===== src/rtl/interrupt_controller.sv =====
// interrupt_controller
// Collects level-sensitive requests from the bus peripherals, masks and
// prioritises them (source 0 highest), raises a single interrupt line to the
// processor and runs the acknowledge / end-of-interrupt handshake. The ID,
// mask, pending and EOI registers sit on the shared memory-mapped bus.
module interrupt_controller #(
  parameter int BITS    = 32,
  parameter int NUM_SRC = 4,
  parameter logic [BITS-1:0] ID_BASE   = 32'hF0000100,
  parameter logic [BITS-1:0] MASK_BASE = 32'hF0000104,
  parameter logic [BITS-1:0] PEND_BASE = 32'hF0000108,
  parameter logic [BITS-1:0] EOI_BASE  = 32'hF000010C
) (
  input  logic               clk,
  input  logic               reset,
  input  logic               we,
  input  logic               re,
  input  logic [BITS-1:0]    memAddr,
  input  logic [BITS-1:0]    dataBusIn,
  output logic [BITS-1:0]    dataBusOut,
  input  logic [NUM_SRC-1:0] irqIn,
  input  logic               intAck,
  output logic               intr,
  output logic [BITS-1:0]    debug
);

  typedef enum logic [1:0] {
    IDLE    = 2'd0,
    PENDING = 2'd1,
    SERVICE = 2'd2
  } state_t;

  // Marker held in inService when no valid source has been acknowledged.
  localparam logic [7:0] SPURIOUS_ID = 8'hFF;

  state_t               r_state;
  state_t               w_nextState;
  logic [NUM_SRC-1:0]   r_irqSync;
  logic [NUM_SRC-1:0]   r_mask;
  logic [7:0]           r_inService;

  logic [NUM_SRC-1:0]   w_active;
  logic                 w_anyActive;
  logic [7:0]           w_lowIdx;
  logic                 w_maskWrite;
  logic                 w_eoiWrite;
  logic                 w_readEn;
  logic                 w_ackTaken;
  logic [1:0]           w_stateBits;
  logic                 w_unusedDataBits;

  assign w_active    = r_irqSync & r_mask;
  assign w_anyActive = |w_active;
  assign w_maskWrite = we && (memAddr == MASK_BASE);
  assign w_eoiWrite  = we && (memAddr == EOI_BASE);
  assign w_readEn    = re && !we;
  assign w_ackTaken  = (r_state == PENDING) && intAck;
  assign w_stateBits = r_state;

  // Mask bits above NUM_SRC carry no meaning; fold them into a sink.
  assign w_unusedDataBits = ^dataBusIn[BITS-1:NUM_SRC];

  // Priority encoder: lowest-numbered active source wins; nothing active
  // yields the spurious marker so an ack on a withdrawn request is visible.
  always_comb begin
    w_lowIdx = SPURIOUS_ID;
    for (int i = NUM_SRC - 1; i >= 0; i--) begin
      if (w_active[i]) begin
        w_lowIdx = 8'(i);
      end
    end
  end

  // Request synchroniser: one register stage on the level inputs.
  always_ff @(posedge clk or posedge reset) begin
    if (reset) begin
      r_irqSync <= '0;
    end else begin
      r_irqSync <= irqIn;
    end
  end

  // Mask register; an ack in the same cycle still sees the old mask since
  // the active vector is built from the registered value.
  always_ff @(posedge clk or posedge reset) begin
    if (reset) begin
      r_mask <= '0;
    end else if (w_maskWrite) begin
      r_mask <= dataBusIn[NUM_SRC-1:0];
    end
  end

  // In-service ID is captured only when the processor acknowledges.
  always_ff @(posedge clk or posedge reset) begin
    if (reset) begin
      r_inService <= SPURIOUS_ID;
    end else if (w_ackTaken) begin
      r_inService <= w_lowIdx;
    end
  end

  // State register for the request / acknowledge / EOI handshake.
  always_ff @(posedge clk or posedge reset) begin
    if (reset) begin
      r_state <= IDLE;
    end else begin
      r_state <= w_nextState;
    end
  end

  // Next-state logic; acks are only meaningful while PENDING, and EOI only
  // while in SERVICE, so EOI naturally wins over a stray ack there.
  always_comb begin
    w_nextState = r_state;
    case (r_state)
      IDLE: begin
        if (w_anyActive) begin
          w_nextState = PENDING;
        end
      end
      PENDING: begin
        if (intAck) begin
          w_nextState = SERVICE;
        end else if (!w_anyActive) begin
          w_nextState = IDLE;
        end
      end
      SERVICE: begin
        if (w_eoiWrite) begin
          w_nextState = IDLE;
        end
      end
      default: begin
        w_nextState = IDLE;
      end
    endcase
  end

  // Interrupt line and debug view come straight from registers so reset
  // clears them without waiting for a clock edge.
  always_comb begin
    intr  = (r_state == PENDING);
    debug = '0;
    debug[7:0] = r_inService;
    debug[9:8] = w_stateBits;
  end

  // Combinational register reads; the bus expects data in the same cycle
  // as the address and zero whenever this block is not addressed.
  always_comb begin
    dataBusOut = '0;
    if (w_readEn) begin
      if (memAddr == ID_BASE) begin
        if ((r_state == SERVICE) && (r_inService != SPURIOUS_ID)) begin
          dataBusOut[7:0] = r_inService;
        end else begin
          dataBusOut = '1;
        end
      end else if (memAddr == MASK_BASE) begin
        dataBusOut[NUM_SRC-1:0] = r_mask;
      end else if (memAddr == PEND_BASE) begin
        for (int i = 0; i < NUM_SRC; i++) begin
          dataBusOut[i] = w_active[i];
          if (16 + i < BITS) begin
            dataBusOut[16 + i] = r_irqSync[i];
          end
        end
      end
    end
  end

endmodule


===== config.mk =====
export PLATFORM = sky130hd
export DESIGN_NAME = interrupt_controller
export DESIGN_NICKNAME = d
export VERILOG_FILES = /design/src/rtl/interrupt_controller.sv
export SDC_FILE = /design/constraint.sdc
export NUM_CORES = 1
export LEC_CHECK = 0
export CORE_UTILIZATION = 25
export DETAILED_ROUTE_END_ITERATION = 10
export GPL_ROUTABILITY_DRIVEN = 0
export GPL_TIMING_DRIVEN = 0
export PLACE_DENSITY = 0.8
export SYNTH_ARGS = -nofsm -noshare
export SYNTH_HDL_FRONTEND = slang
export SYNTH_SLANG_ARGS = --single-unit

===== constraint.sdc =====
create_clock -name clk -period 3.5 [get_ports clk]
set_clock_uncertainty 0.2 [all_clocks]
set_input_delay 0.7 -clock clk [delete_from_list [all_inputs] [get_ports clk]]
set_output_delay 0.7 -clock clk [all_outputs]
set_load 0.02 [all_outputs]

Word level (Yosys, flattened, before mapping)

Cells that the tools add are included.

Output and inout bits: 65
Flip-flop bits (word level): 18
Input bits: 73
Word-level logic and storage cells: 44

Bitwise gates (word level): 1
Equality and inequality tests: 10
Mux-type cells: 20
Reduce and logical (&&, ||, !) cells: 9

Operator list:

| operator                                       | count |
|---|---|
| == test 32 bit (second input constant)         | 4 |
| two-way mux 8 bit                              | 5 |
| two-way mux 32 bit                             | 1 |
| two-way mux 12 bit                             | 2 |
| two-way mux 24 bit                             | 1 |
| two-way mux 4 bit                              | 6 |
| two-way mux 2 bit                              | 4 |
| inequality test 8 bit (second input constant)  | 1 |
| one-hot mux 2 bit (3 select lines)             | 1 |
| logical AND 1 bit                              | 5 |
| AND 4 bit                                      | 1 |
| inequality test 2 bit (second input constant)  | 2 |
| OR reduction 4 bit                             | 1 |
| inequality test 3 bit (second input constant)  | 1 |
| AND reduction 3 bit                            | 1 |
| == test 2 x 1 -> 1 bit (second input constant) | 1 |
| == test 2 bit (second input constant)          | 1 |
| logical NOT 2 bit                              | 1 |
| logical NOT 1 bit                              | 1 |

Longest topological paths before layout

Gate-level depths: netlist of the first run.

Depth after elaboration: 5
Depth in mapped cells: 6
Gate-level depth less buffers: 4

Least setup slack after synthesis of the first run

OpenSTA, ideal clock, no wires.

Path kind: input to output
Start point: input memAddr[23]
End point: output dataBusOut[10]
Path buffers: 2
Stages on the path: 6
Path slack: -0.560 ns
Data required time: 2.600 ns
Arrival time: 3.160 ns
Path through: nor4_1 > nand4_1 > or3_1 > clkbuf_1 > nor4_2 > buf_4

Word-level cells in the longest chain between the ends: 3

Ends and longest elaborated chain:

| item               | line | RTL |
|---|---|---|
| from (decl)        | 18   | `input logic [BITS-1:0] memAddr,` |
| == test 32 bit     | 153  | `if (memAddr == ID_BASE) begin` |
| two-way mux 12 bit | 153  |  |
| two-way mux 32 bit | 152  | `if (w_readEn) begin` |
| to (decl)          | 20   | `output logic [BITS-1:0] dataBusOut,` |

No other way between the ends.

Worst setup path in the final report of the first run

Start point: input memAddr[12]
End point: output dataBusOut[23]

Same word-level chain as after synthesis.

==> results of run 1 <==
[registers in the layout, indices dropped and copies added, names as in the netlist]
signal       flops
r_inService      3
r_state          2
r_mask           4
r_irqSync        4
[kinds of logic (layout without fill, tap and decap cells)]
family / after synthesis / count (layout) / share of synthesized area
buffers and inverters: 53 / 150 / 0.317
and+or+nand+nor: 46 / 47 / 0.262
AOI/OAI and AO/OA: 18 / 18 / 0.0953
DFF: 13 / 13 / 0.273
muxes: 4 / 4 / 0.0497
other: 1 / 22 / 0.00311
[routing by layer]
layer  up-vias  routed length (um)
met3         6                 247
met5         -                   0
met2        73                1860
met1       554                1390
met4         0                  48
li1        639                   -
[per-stage QoR]
step,worst slack (ns),instance area [um2]
global route,-0.00512,2330
detailed placement,-1.22,2290
floorplan,-0.0665,1350
global placement,-1.19,2290
finish,0.0813,2330
CTS,0.00284,2380
[worst max-delay path by stage]
stage	end	cells past startpoint
3_5_place_dp	dataBusOut[25]	8
2_1_floorplan	dataBusOut[10]	6
3_3_place_gp	dataBusOut[24]	8
6_report	dataBusOut[23]	8
5_1_grt	dataBusOut[9]	8
4_1_cts	dataBusOut[10]	9
[report_power, final]
group          switching (W)  total [W]  internal, W
Sequential        0.00000209   0.000155     0.000153
Combinational      0.0000518   0.000109    0.0000568
Clock              0.0000541   0.000134    0.0000804
Total               0.000108   0.000398     0.000290
[timing repair]
action	4_1_cts	5_1_grt
pin swaps	10	8
setup buffers	5	0
resized for setup	138	36
cloned	2	1
setup endpoints to repair	32	31
[layout by cell type (no fill, tap or decap), drive strengths merged, types with 2 or more instances in the layout]
master,netlist,final
o21ai,6,6
a21o,2,2
clkdlybuf4s50,0,26
nand4,2,2
buf,50,75
o311ai,2,2
dfrtp,10,10
inv,2,2
conb,1,22
nor2,7,7
nand3,3,3
dfstp,3,3
nor3,4,4
nor4b,2,2
mux2,4,4
nand2,10,10
nor2b,3,3
nand2b,4,4
clkdlybuf4s15,0,7
nor4,7,8
dlygate4sd2,0,30
clkbuf,1,10
a21oi,5,5
[layout make-up]
| cell class | count | share of cell area |
|---|---|---|
| multi-input combinational | 91 | 0.282 |
| inverter | 2 | 0.00322 |
| buffer | 50 | 0.168 |
| sequential | 13 | 0.141 |
| clock buffer | 4 | 0.0193 |
| tap | 52 | 0.0279 |
| timing repair buffer | 94 | 0.359 |
[worst min-delay path, stage by stage, from the launching register on]
cell and delay [ns]:
dfstp_2 0.38, nand2_1 0.05, o21ai_0 0.07
==> flow_metrics.tcl, run 1 <==
set metrics [dict create \
    synth.distinct_cells 31 \
    critical-path-top-delay-family "simple AND/OR/NAND/NOR gates" \
    outcome "complete, no violations" \
    holdPathEnd "r_inService[1]$_DFFE_PP1P_" \
    die_w_um 71.5 \
    crit_buf_inv 4 \
    ys.flop_type "dfrtp_1" \
    leakage_nw 1.19 \
    met1_usage 0.163 \
    grt_pass1_vias 1164 \
    yosys-top-cells-area "buf_4 30%, dfrtp_1 21%, dfstp_2 6.5%, nor4_4 5.3%, mux2_4 5.0%" \
    ioPinCount 138 \
    ys_ff_latch 13 \
    synth_area_per_cell_um2 8.94 \
    hold_viol 0 \
    wl_um 3550 \
    grt_pass1_wl_um 5490 \
    port-buffer-count 87 \
    critPathKind "in2out" \
    drtPass1Iterations 4 \
    initial_utilization 0.268 \
    vdd_drop_max_mv 0.173 \
    rows 24 \
    netlist_instances 135 \
    cts_max_path_buffers 2 \
    place_inst 295 \
    whs_ns 0.311 \
    crit_start "memAddr[12]" \
    grt-ovfl-total 0 \
    slew_viol_final 0 \
    synth_edf_count 0 \
    cts_tree "done" \
    numCtsBuffers 3 \
    core_area_um2 4500 \
    cp-end-kind "output pin" \
    setup_tns_ns 0 \
    max_freq_ghz 0.293 \
    num_antenna_cells 0 \
    drive_gt1_frac 0.406 \
    relSlewSlack 0.538 \
    yosysMostFrequentCell "buf_4" \
    setup_violations 0 \
    drv_cap 0 \
    cp_common_cell "buf_4" \
    startpoint_type "primary input" \
    r2r_end "r_state[0]$_DFFE_PP0P_" \
    rr_worst_depth 4 \
    final_nets 328 \
    power_density_nw_per_um2 171 \
    hpwl_um 2730 \
    required_ns 2.60 \
    drt_iter0_drc 19 \
    yosysTopAreaCellShare 0.305 \
    viasPerCell 4.16 \
    cp_cell_sequence "dlygate4sd2_1, nor4b_4, nand4_2, or3_4, nor4_4, buf_4, buf_4, buf_4" \
    h-tree-depth 1 \
    cts.clk_slew.worst_paths_ns 0.06 \
    post-route-drc-count 0 \
    syn2layout_area_growth_pct 93.4 \
    clock_latency_ns 0.25 \
    rrSetupSlack_ns 2.21 \
    worst_slew_pin_slew_ns 0.690 \
    ant_nets 0 \
    netlist_area_um2 1210 \
    min_path_cells 2 \
    postCtsHoldBufs 0 \
    synth.largest_area_cell "buf_4" \
    min_path_type "reg2reg" \
    crit_arrival_ns 2.52 \
    gr-max-usage-layer "met2" \
    slowest_stage "or3_4" \
    hp-start "r_inService[1]$_DFFE_PP1P_" \
    post-route-min-period_ns 3.42 \
    cts_root_buffer "clkbuf_8" \
    grt_max_degree 14 \
    r2r-start "r_mask[1]$_DFFE_PP0P_" \
    grt_use_met3 0.0211 \
    multi_input_area_um2 659 \
    die_area_um2 5110 \
    async_reset_ff_frac 1.00 \
    grtUsageMet2 0.260 \
    layout.cells.non_filler 306 \
    vias 1272 \
    path_max_fanout 5 \
    clock_sinks 13 \
    fillerInstances 446 \
    die_y_um 71.5 \
    routedWlPerCell_um 11.6 \
    utilization 0.518 \
    p_total_w 0.000398 \
    yosysSeqAreaShare 0.273 \
    grt_use_total 0.140 \
    ys_top_cells_by_count "49 x buf_4, 10 x dfrtp_1, 10 x nand2_1, 7 x nor2_1, 6 x o21ai_0" \
    antenna_found_initial 0 \
    fin_crit_sh 0.977 \
    regArea_um2 329 \
    critPathMaxStageDelay_ns 0.45 \
    yosysWarnings 0 \
]
Note: power is estimated with default switching activity, not from simulation.
==> run 2, diff against run 1 <==
CTS_BUF_LIST = sky130_fd_sc_hd__clkbuf_2   (was not set)
==> run 2 against run 1 <==
Net effect:
- clock-buffer cell count unchanged
- largest cell class unchanged
- cell count unchanged
- worst setup slack worse by 0.0026 ns
- clock power down 40%
- worst hold slack better by 0.0095 ns
- critical path depth unchanged
- via count down 2.1%
- utilization down 0.56 points
- non-clock buffer count unchanged
- global-route usage about the same
==> flow_metrics.tcl, run 2 (synthesis gave the netlist of run 1 again) <==
set metrics [dict create \
    startpoint_type "primary input" \
    final_nets 328 \
    top_regs "r_irqSync x4, r_mask x4, r_inService x3" \
    die_y_um 71.5 \
    num_antenna_cells 0 \
    dpl-instance-area_um2 2290 \
    drtPass1Iterations 4 \
    critPathKind "in2out" \
    outcome "complete, no violations" \
    antenna_found_initial 0 \
    hold_viol 0 \
    slowest_stage "or3_4" \
    ioPinCount 138 \
    grt_max_degree 14 \
    grt-ovfl-total 0 \
    drv_cap 0 \
    cts.clk_slew.worst_paths_ns 0.14 \
    cp_common_cell "buf_4" \
    syn2layout_area_growth_pct 91.3 \
    power_density_nw_per_um2 149 \
    utilization 0.513 \
    critical-path-top-delay-family "simple AND/OR/NAND/NOR gates" \
    port-buffer-count 87 \
    grt_use_total 0.140 \
    relSlewSlack 0.534 \
    routedWlPerCell_um 11.6 \
    wl_um 3540 \
    crit_arrival_ns 2.52 \
    rrSetupSlack_ns 2.20 \
    rows 24 \
    post-route-drc-count 0 \
    grt_pass1_vias 1165 \
    vias 1245 \
    required_ns 2.60 \
    cts_root_buffer "clkbuf_2" \
    setup_violations 0 \
    h-tree-depth 1 \
    postLayoutCellArea_um2 2310 \
    critPathMaxStageDelay_ns 0.45 \
    clock_latency_ns 0.28 \
    max_freq_ghz 0.292 \
    cp-end-kind "output pin" \
    postCtsHoldBufs 0 \
    drive_gt1_frac 0.409 \
    setup_tns_ns 0 \
    ant_nets 0 \
    leakage_nw 1.18 \
    drt_iter0_drc 22 \
    final_common_cell "buf_4" \
    cp_cell_sequence "dlygate4sd2_1, nor4b_4, nand4_2, or3_4, nor4_4, buf_4, buf_4, buf_4" \
    worst_slew_pin_slew_ns 0.695 \
    fin_crit_sh 0.978 \
    final_cell_mix "57 x buf_4, 30 x dlygate4sd2_1, 26 x clkdlybuf4s50_1" \
    viasPerCell 4.07 \
    vdd_drop_max_mv 0.167 \
    cts_max_path_buffers 2 \
    post-route-min-period_ns 3.42 \
    cts_tree "done" \
    grt_pass1_wl_um 5500 \
    die_w_um 71.5 \
    path_max_fanout 5 \
    hpwl_um 2730 \
    whs_ns 0.321 \
    slew_viol_final 0 \
    min_path_type "reg2reg" \
    crit_buf_inv 4 \
    numCtsBuffers 3 \
    clock_sinks 13 \
    initial_utilization 0.268 \
    die_area_um2 5110 \
    core_area_um2 4500 \
]
[run 2: cell counts in the layout (fill, tap and decap cells not counted)]
No cell type changed its count.
[run 2: tightest hold or removal path, stage by stage (launching register included)]
cell     delay (ns)
dfstp_2        0.41
nand2_1        0.05
o21ai_0        0.07
[run 2: final timing paths]
path / start / endpoint / depth (start not counted)
min in group asynchronous: reset / r_mask[3]$_DFFE_PP0P_ / 2
min reg2reg: r_inService[1]$_DFFE_PP1P_ / r_inService[1]$_DFFE_PP1P_ / 2
max: memAddr[12] / dataBusOut[23] / 8
max reg2reg: r_mask[1]$_DFFE_PP0P_ / r_state[0]$_DFFE_PP0P_ / 4
max in group asynchronous: reset / r_inService[0]$_DFFE_PP1P_ / 2
min: r_inService[1]$_DFFE_PP1P_ / r_inService[1]$_DFFE_PP1P_ / 2
[run 2: final cells by class]
cell class              count  area [um2]
well taps                  52        65.1
fillers                   450        2190
flip-flops and latches     13         329
multi-input cells          91         659
repair buffers             94         837
plain buffers              50         392
inverters                   2        7.51
clock buffers               4        20.0
[run 2: report_power, final]
| group | total [W] | switching, W | internal (W) |
|---|---|---|---|
| sequential | 0.000155 | 0.00000212 | 0.000153 |
| combinational | 0.000109 | 0.0000517 | 0.0000568 |
| clock | 0.0000806 | 0.0000503 | 0.0000303 |
| total | 0.000344 | 0.000104 | 0.000240 |
[run 2: metal layers]
metal  up-vias  track usage  wire length [um]
li1        639            -                 -
met1       528        0.162              1410
met2        74        0.261              1850
met3         4       0.0211               241
met4         0       0.0458                38
met5         -            0                 0
[run 2: metrics by stage]
step	std cells	setup slack (ns)	power, W
2_1_floorplan	156	-0.0665	0.000213
3_3_place_gp	295	-1.19	0.000273
3_5_place_dp	295	-1.22	0.000275
4_1_cts	306	0.00288	0.000344
5_1_grt	306	-0.00513	0.000361
6_report	306	0.0787	0.000344
[run 2: repair_timing]
action                                  4_1_cts  5_1_grt
gates resized for setup                     138       36
pin swaps                                    10        8
cloned                                        2        1
buffers inserted                              5        0
endpoints found under the hold margin         0        0
endpoints found under the setup margin       32       31
